## src/rtl/ram_sdp_port_arbiter_if.sv

```systemverilog
// Client-side bundle for ram_sdp_port_arbiter: packed per-requester write/read
// requests, one-hot accepts and the shared read-response bus.
interface ram_sdp_port_arbiter_if #(
    parameter int NumPorts  = 4,
    parameter int AddrWidth = 9
);
    logic [NumPorts-1:0]           wr_valid;
    logic [NumPorts*AddrWidth-1:0] wr_addr;
    logic [NumPorts*32-1:0]        wr_data;
    logic [NumPorts-1:0]           wr_ready;
    logic [NumPorts-1:0]           rd_valid;
    logic [NumPorts*AddrWidth-1:0] rd_addr;
    logic [NumPorts-1:0]           rd_ready;
    logic [NumPorts-1:0]           rsp_valid;
    logic [31:0]                   rsp_data;

    modport master (
        output wr_valid, wr_addr, wr_data, rd_valid, rd_addr,
        input  wr_ready, rd_ready, rsp_valid, rsp_data
    );

    modport slave (
        input  wr_valid, wr_addr, wr_data, rd_valid, rd_addr,
        output wr_ready, rd_ready, rsp_valid, rsp_data
    );
endinterface

```

## src/rtl/ram_sdp_port_arbiter.sv

```systemverilog
// Round-robin sharing of one SDP BRAM between NumPorts requesters, write and read arbitrated independently.
// Latency: accept in the request cycle; read response exactly ReadLatency cycles after rd_ready.
// Backpressure: requests hold valid until ready; responses have none and must be sunk.
module ram_sdp_port_arbiter #(
    parameter int NumPorts    = 4,
    parameter int AddrWidth   = 9,
    parameter int ReadLatency = 2
) (
    input  logic                 clk,
    input  logic                 reset_n,
    ram_sdp_port_arbiter_if.slave port,
    output logic                 mem_wr_en,
    output logic [AddrWidth-1:0] mem_wr_addr,
    output logic [31:0]          mem_wr_data,
    output logic                 mem_rd_en,
    output logic [AddrWidth-1:0] mem_rd_addr,
    input  logic [31:0]          mem_rd_data,
    output logic [15:0]          collision_cnt
);
    localparam int PW = (NumPorts > 1) ? $clog2(NumPorts) : 1;

    logic [PW-1:0]        wr_ptr, rd_ptr;
    logic [PW:0]          wr_pick, rd_pick;
    logic                 wr_gnt, rd_cand, rd_gnt, collide;
    logic [PW-1:0]        wr_idx, rd_idx;
    logic [AddrWidth-1:0] rd_cand_addr;
    logic                 pipe_vld [ReadLatency];
    logic [PW-1:0]        pipe_tag [ReadLatency];

    // Returns {found, index}: first request at or after ptr, wrapping.
    function automatic logic [PW:0] rr_pick(input logic [NumPorts-1:0] req, input logic [PW-1:0] ptr);
        logic [PW:0] res;
        int          idx;
        res = '0;
        for (int i = NumPorts - 1; i >= 0; i--) begin
            idx = (int'(ptr) + i) % NumPorts;
            if (req[idx]) res = {1'b1, PW'(idx)};
        end
        return res;
    endfunction

    function automatic logic [PW-1:0] next_ptr(input logic [PW-1:0] p);
        return (p == PW'(NumPorts - 1)) ? '0 : p + PW'(1);
    endfunction

    always_comb begin
        wr_pick       = rr_pick(port.wr_valid, wr_ptr);
        rd_pick       = rr_pick(port.rd_valid, rd_ptr);
        wr_gnt        = wr_pick[PW];
        wr_idx        = wr_pick[PW-1:0];
        rd_cand       = rd_pick[PW];
        rd_idx        = rd_pick[PW-1:0];
        mem_wr_addr   = '0;
        mem_wr_data   = '0;
        rd_cand_addr  = '0;
        port.wr_ready = '0;
        port.rd_ready = '0;
        for (int i = 0; i < NumPorts; i++) begin
            if (wr_gnt && wr_idx == PW'(i)) begin
                mem_wr_addr = port.wr_addr[i*AddrWidth +: AddrWidth];
                mem_wr_data = port.wr_data[i*32 +: 32];
            end
            if (rd_cand && rd_idx == PW'(i)) rd_cand_addr = port.rd_addr[i*AddrWidth +: AddrWidth];
        end
        // A read racing a write to the same word waits; no other reader takes its slot.
        collide     = wr_gnt && rd_cand && (rd_cand_addr == mem_wr_addr);
        rd_gnt      = rd_cand && !collide;
        mem_wr_en   = wr_gnt;
        mem_rd_en   = rd_gnt;
        mem_rd_addr = rd_gnt ? rd_cand_addr : '0;
        for (int i = 0; i < NumPorts; i++) begin
            if (wr_gnt && wr_idx == PW'(i)) port.wr_ready[i] = 1'b1;
            if (rd_gnt && rd_idx == PW'(i)) port.rd_ready[i] = 1'b1;
        end
    end

    always_ff @(posedge clk or negedge reset_n) begin
        if (!reset_n) begin
            wr_ptr        <= '0;
            rd_ptr        <= '0;
            collision_cnt <= '0;
        end else begin
            if (wr_gnt) wr_ptr <= next_ptr(wr_idx);
            if (rd_gnt) rd_ptr <= next_ptr(rd_idx);
            if (collide && collision_cnt != 16'hFFFF) collision_cnt <= collision_cnt + 16'd1;
        end
    end

    // Tag pipeline mirrors the RAM read latency so data and owner line up.
    always_ff @(posedge clk or negedge reset_n) begin
        if (!reset_n) begin
            for (int i = 0; i < ReadLatency; i++) begin
                pipe_vld[i] <= 1'b0;
                pipe_tag[i] <= '0;
            end
        end else begin
            pipe_vld[0] <= rd_gnt;
            pipe_tag[0] <= rd_idx;
            for (int i = 1; i < ReadLatency; i++) begin
                pipe_vld[i] <= pipe_vld[i-1];
                pipe_tag[i] <= pipe_tag[i-1];
            end
        end
    end

    always_comb begin
        port.rsp_valid = '0;
        port.rsp_data  = '0;
        for (int i = 0; i < NumPorts; i++) begin
            if (pipe_vld[ReadLatency-1] && pipe_tag[ReadLatency-1] == PW'(i)) port.rsp_valid[i] = 1'b1;
        end
        if (pipe_vld[ReadLatency-1]) port.rsp_data = mem_rd_data;
    end
endmodule

```

## src/flat_wrapper.sv

```systemverilog
// flat-port wrapper written by rule: the top's interface ports become plain ports
module ram_sdp_port_arbiter_flat 
#(
    parameter int NumPorts    = 4,
    parameter int AddrWidth   = 9,
    parameter int ReadLatency = 2
)
  (clk, reset_n, mem_wr_en, mem_wr_addr, mem_wr_data, mem_rd_en, mem_rd_addr, mem_rd_data, collision_cnt, port_wr_valid, port_wr_addr, port_wr_data, port_rd_valid, port_rd_addr, port_wr_ready, port_rd_ready, port_rsp_valid, port_rsp_data);
  ram_sdp_port_arbiter_if #(.NumPorts(NumPorts), .AddrWidth(AddrWidth)) port_i ();
  input  logic clk;
  input  logic reset_n;
  output logic mem_wr_en;
  output logic [AddrWidth-1:0] mem_wr_addr;
  output logic [31:0] mem_wr_data;
  output logic mem_rd_en;
  output logic [AddrWidth-1:0] mem_rd_addr;
  input  logic [31:0] mem_rd_data;
  output logic [15:0] collision_cnt;
  input wire logic [$bits(port_i.wr_valid)-1:0] port_wr_valid;
  input wire logic [$bits(port_i.wr_addr)-1:0] port_wr_addr;
  input wire logic [$bits(port_i.wr_data)-1:0] port_wr_data;
  input wire logic [$bits(port_i.rd_valid)-1:0] port_rd_valid;
  input wire logic [$bits(port_i.rd_addr)-1:0] port_rd_addr;
  output wire logic [$bits(port_i.wr_ready)-1:0] port_wr_ready;
  output wire logic [$bits(port_i.rd_ready)-1:0] port_rd_ready;
  output wire logic [$bits(port_i.rsp_valid)-1:0] port_rsp_valid;
  output wire logic [$bits(port_i.rsp_data)-1:0] port_rsp_data;
  assign port_i.wr_valid = port_wr_valid;
  assign port_i.wr_addr = port_wr_addr;
  assign port_i.wr_data = port_wr_data;
  assign port_i.rd_valid = port_rd_valid;
  assign port_i.rd_addr = port_rd_addr;
  assign port_wr_ready = port_i.wr_ready;
  assign port_rd_ready = port_i.rd_ready;
  assign port_rsp_valid = port_i.rsp_valid;
  assign port_rsp_data = port_i.rsp_data;
  ram_sdp_port_arbiter #(.NumPorts(NumPorts), .AddrWidth(AddrWidth), .ReadLatency(ReadLatency)) u_core (.clk(clk), .reset_n(reset_n), .port(port_i), .mem_wr_en(mem_wr_en), .mem_wr_addr(mem_wr_addr), .mem_wr_data(mem_wr_data), .mem_rd_en(mem_rd_en), .mem_rd_addr(mem_rd_addr), .mem_rd_data(mem_rd_data), .collision_cnt(collision_cnt));
endmodule
```

## config.mk

```make
export PLATFORM = sky130hd
export DESIGN_NAME = ram_sdp_port_arbiter_flat
export DESIGN_NICKNAME = d
export VERILOG_FILES = /design/src/rtl/ram_sdp_port_arbiter_if.sv /design/src/rtl/ram_sdp_port_arbiter.sv /design/src/flat_wrapper.sv
export SDC_FILE = /design/constraint.sdc
export NUM_CORES = 1
export LEC_CHECK = 0
export CORE_AREA = 2 2 139 141
export CTS_CLUSTER_SIZE = 14
export DETAILED_ROUTE_END_ITERATION = 8
export DIE_AREA = 0 0 141 143
export GPL_TIMING_DRIVEN = 0
export SLEW_MARGIN = 15
export SYNTH_ARGS = -nofsm -noshare
export SYNTH_HDL_FRONTEND = slang
export SYNTH_SLANG_ARGS = --single-unit
```

## constraint.sdc

```tcl
create_clock -name clk -period 4.77 [get_ports clk]
set_input_delay 0.7155 -clock clk [delete_from_list [all_inputs] [get_ports clk]]
set_output_delay 0.7155 -clock clk [all_outputs]
set_load 0.005 [all_outputs]
```

==> out/qor.csv <==
metric,value,unit
outcome,completed,
crit path time final,4.60,ns
global-route wire length before repair,29.3,mm
synth top area cells,"dfrtp_1 (20%), a221o_1 (12%), o21ai_0 (11%)",
Worst Skew,0.00483,ns
area grow syn2layout,131,%
pin count of the biggest net entering global routing,27,
peak per-stage delay on the critical path,0.57,ns
max-cap check violation count,0,
Crit Path Max Fanout,11,
Post-Syn Instances,473,
average size of a mapped cell,7.02,um^2
"Seq/Total Area, Yosys",19.6,%
final wirelength,20.4,mm
final antenna-violating net count,0,
CTS sink count,26,
Ports,354,
final hold viol count,0,
HPWL after DPL,17.1,mm
fin crit share,96.5,%
CP cell instances,dlygate4sd2_1 -> inv_1 -> nor2_2 -> a21oi_1 -> o22ai_1 -> a21oi_2 -> buf_4 -> buf_4 -> ha_4 -> buf_4 -> and2_1 -> clkbuf_1 -> nand2_1 -> o21ai_1 -> clkdlybuf4s50_1,
Rows,50,
Pre-antenna DRT Iters,4,
PortBufs,353,
"Slowest-stage cell, CP",clkdlybuf4s50_1,
Clock H-tree levels,1,
"Reg clk slew, reported paths",0.07,ns
GRT Residual Overflow,0,
crit path DAT,3.89,ns
vias in the first global route,5035,
Hold WS,0.350,ns
clock buffer depth,2,
die extent in x,141,um
power per cell area,417,mW/mm^2
via count,5007,
max_slew headroom,27.1,%
Initial Util,17.9,%
achievable frequency,217,MHz
core box area,0.0186,mm^2
CP Launch Type,input pin,
syn_nets,724,
initial antenna violation count,0,
Avg WL per Cell,18.9,um
Crit Path Category,in2out,
worst-skew pair later-pin latency,0.26,ns
Leak,3.06,nW
"Design Area, Final",0.00766,mm^2
Die Footprint,0.0202,mm^2
worst hold path type,reg2reg,
CTS tree,done,
peak supply drop,170,uV
Num CTS Buffers,3,
share of post-route cells with drive strength above 1,12.8,%
root buffer cell,clkbuf_16,
Yosys warning count,0,
DR DRC count,0,
Iter 0 DRT Violations,205,
dominant cell type by area after synthesis,dfrtp_1,
die height,143,um
Yosys reg bits,26,
Vias per Instance,4.64,
Antenna Cells,0,
setup violators final,0,
crit-path most repeated cell,buf_4,
top cell family by delay on the critical path,buffers and inverters,
Yosys cell types,36,
FILL cells,1955,
Pwr Total,3.19,mW
Yosys top cell area share,19.6,%
synthesized area,0.00332,mm^2
CP required,4.05,ns
RD Place Congestion,0.846,
GRT Util Overall,18.7,%
Crit. End Element,output pin,
Post-Place Cell Area,0.00714,mm^2
# nets final,1097,
Crit path buffers/inverters,7,
Worst Max-Slew Pin Slew,1.08,ns
"Slew Viols, Final",0,
[cells in the mapped netlist, drive strengths merged]
library cell / number
a31oi: 1
a32oi: 14
nand2: 56
nor3: 19
o22a: 2
and4: 1
nor3b: 2
and3: 5
nand3: 9
clkbuf: 40
nor4: 12
o221ai: 1
and2: 37
xnor2: 3
nor4b: 2
mux2: 5
buf: 4
o22ai: 3
nand2b: 1
nand4: 2
a21oi: 15
o41ai: 1
dfrtp: 26
a221oi: 3
nor2: 20
nand3b: 2
xor2: 19
inv: 27
a221o: 40
o21ai: 73
ha: 9
nor2b: 18
or4: 1
[stage by stage]
stage,instances,utilization [%],setup TNS [ns],setup slack [ns]
global route,1079,41.2,-0.135,-0.0372
finish,1079,41.2,0,0.169
global placement,1060,38.5,-44.70,-1.75
detailed placement,1060,38.4,-45.94,-1.73
floorplan,473,-,0,0.665
CTS,1073,40.8,0,0.0105
[final timing paths]
| kind | startpoint | end | slack (ns) | depth (start not counted) |
|---|---|---|---|---|
| worst max-delay path | port_wr_valid[0] | mem_wr_data[22] | 0.17 | 15 |
| worst min-delay path | u_core.pipe_tag[3] | u_core.pipe_tag[1] | 0.35 | 0 |
| worst max register to register | u_core.rd_ptr[1] | u_core.collision_cnt[13] | 0.98 | 19 |
| worst min register to register | u_core.pipe_tag[3] | u_core.pipe_tag[1] | 0.35 | 0 |
| max in group asynchronous | reset_n | u_core.pipe_vld[0] | 3.92 | 1 |
| min in group asynchronous | reset_n | u_core.collision_cnt[7] | 0.46 | 1 |
[where the power goes]
group | internal (mW) | leakage (nW) | total (mW) | switching (mW)
logic | 1.44 | 2.69 | 2.64 | 1.20
clock network | 0.167 | 0.0511 | 0.243 | 0.0760
registers | 0.261 | 0.324 | 0.312 | 0.0508
[metal layers]
layer | vias up | track usage [%] | wire length (um)
met5 | - | 0 | 0
met4 | 0 | 4.11 | 348
met3 | 18 | 3.32 | 1270
met2 | 212 | 32.0 | 9960
met1 | 2307 | 24.8 | 8870
li1 | 2470 | - | -
[flip-flops by register name (all words and copies together) (netlist names)]
| signal | cells |
|---|---|
| u_core.rd_ptr | 2 |
| u_core.wr_ptr | 2 |
| u_core.pipe_tag | 4 |
| u_core.collision_cnt | 16 |
| u_core.pipe_vld | 2 |
[final cells by class]
type                       count  area (um^2)  area share, %
tap                          234          293           3.82
sequential                    26          651           8.49
inverter                      27          101           1.32
timing repair buffer         376         3670           47.9
multi-input combinational    376         2620           34.2
clock inverter                 1         30.0          0.392
clock buffer                   3         75.1          0.980
buffer                        36          223           2.91
[logic make-up (layout without fill, tap and decap cells)]
group | count (synthesis) | count (layout) | synth area share (%)
AND/OR/NAND/NOR | 187 | 187 | 29.3
AO/OA/AOI/OAI | 153 | 153 | 32.1
buffers and inverters | 71 | 443 | 8.14
flip-flops | 26 | 26 | 19.6
XOR/XNOR | 22 | 22 | 5.80
adder cells (fa/ha/maj) | 9 | 9 | 3.39
multiplexers | 5 | 5 | 1.69
[placed cells by master, fill, tap and decap left out, types with 4 or more instances in the layout]
cell type	count
clkbuf_1	15
a32oi_2	10
xor2_1	18
buf_2	6
nand2_1	55
clkbuf_2	14
a21oi_1	10
inv_2	5
buf_4	23
nor3_1	19
nor4_1	9
nor2b_1	17
dfrtp_1	26
ha_2	5
dlygate4sd2_1	9
o21ai_0	67
and2_1	37
nand3_1	9
dlymetal6s2s_1	4
a221o_1	40
mux2_2	5
nor2_1	17
a21oi_2	5
and3_1	5
clkdlybuf4s50_1	330
inv_1	22
[timing repair]
item	in CTS	in global routing
endpoints found under the hold margin	0	0
pin swaps	14	11
gates resized for setup	93	47
setup endpoints to repair	64	46
buffers inserted	15	7
hold buffers	0	0
cloned	1	0
No activity file was read; power rests on OpenSTA's default activity.
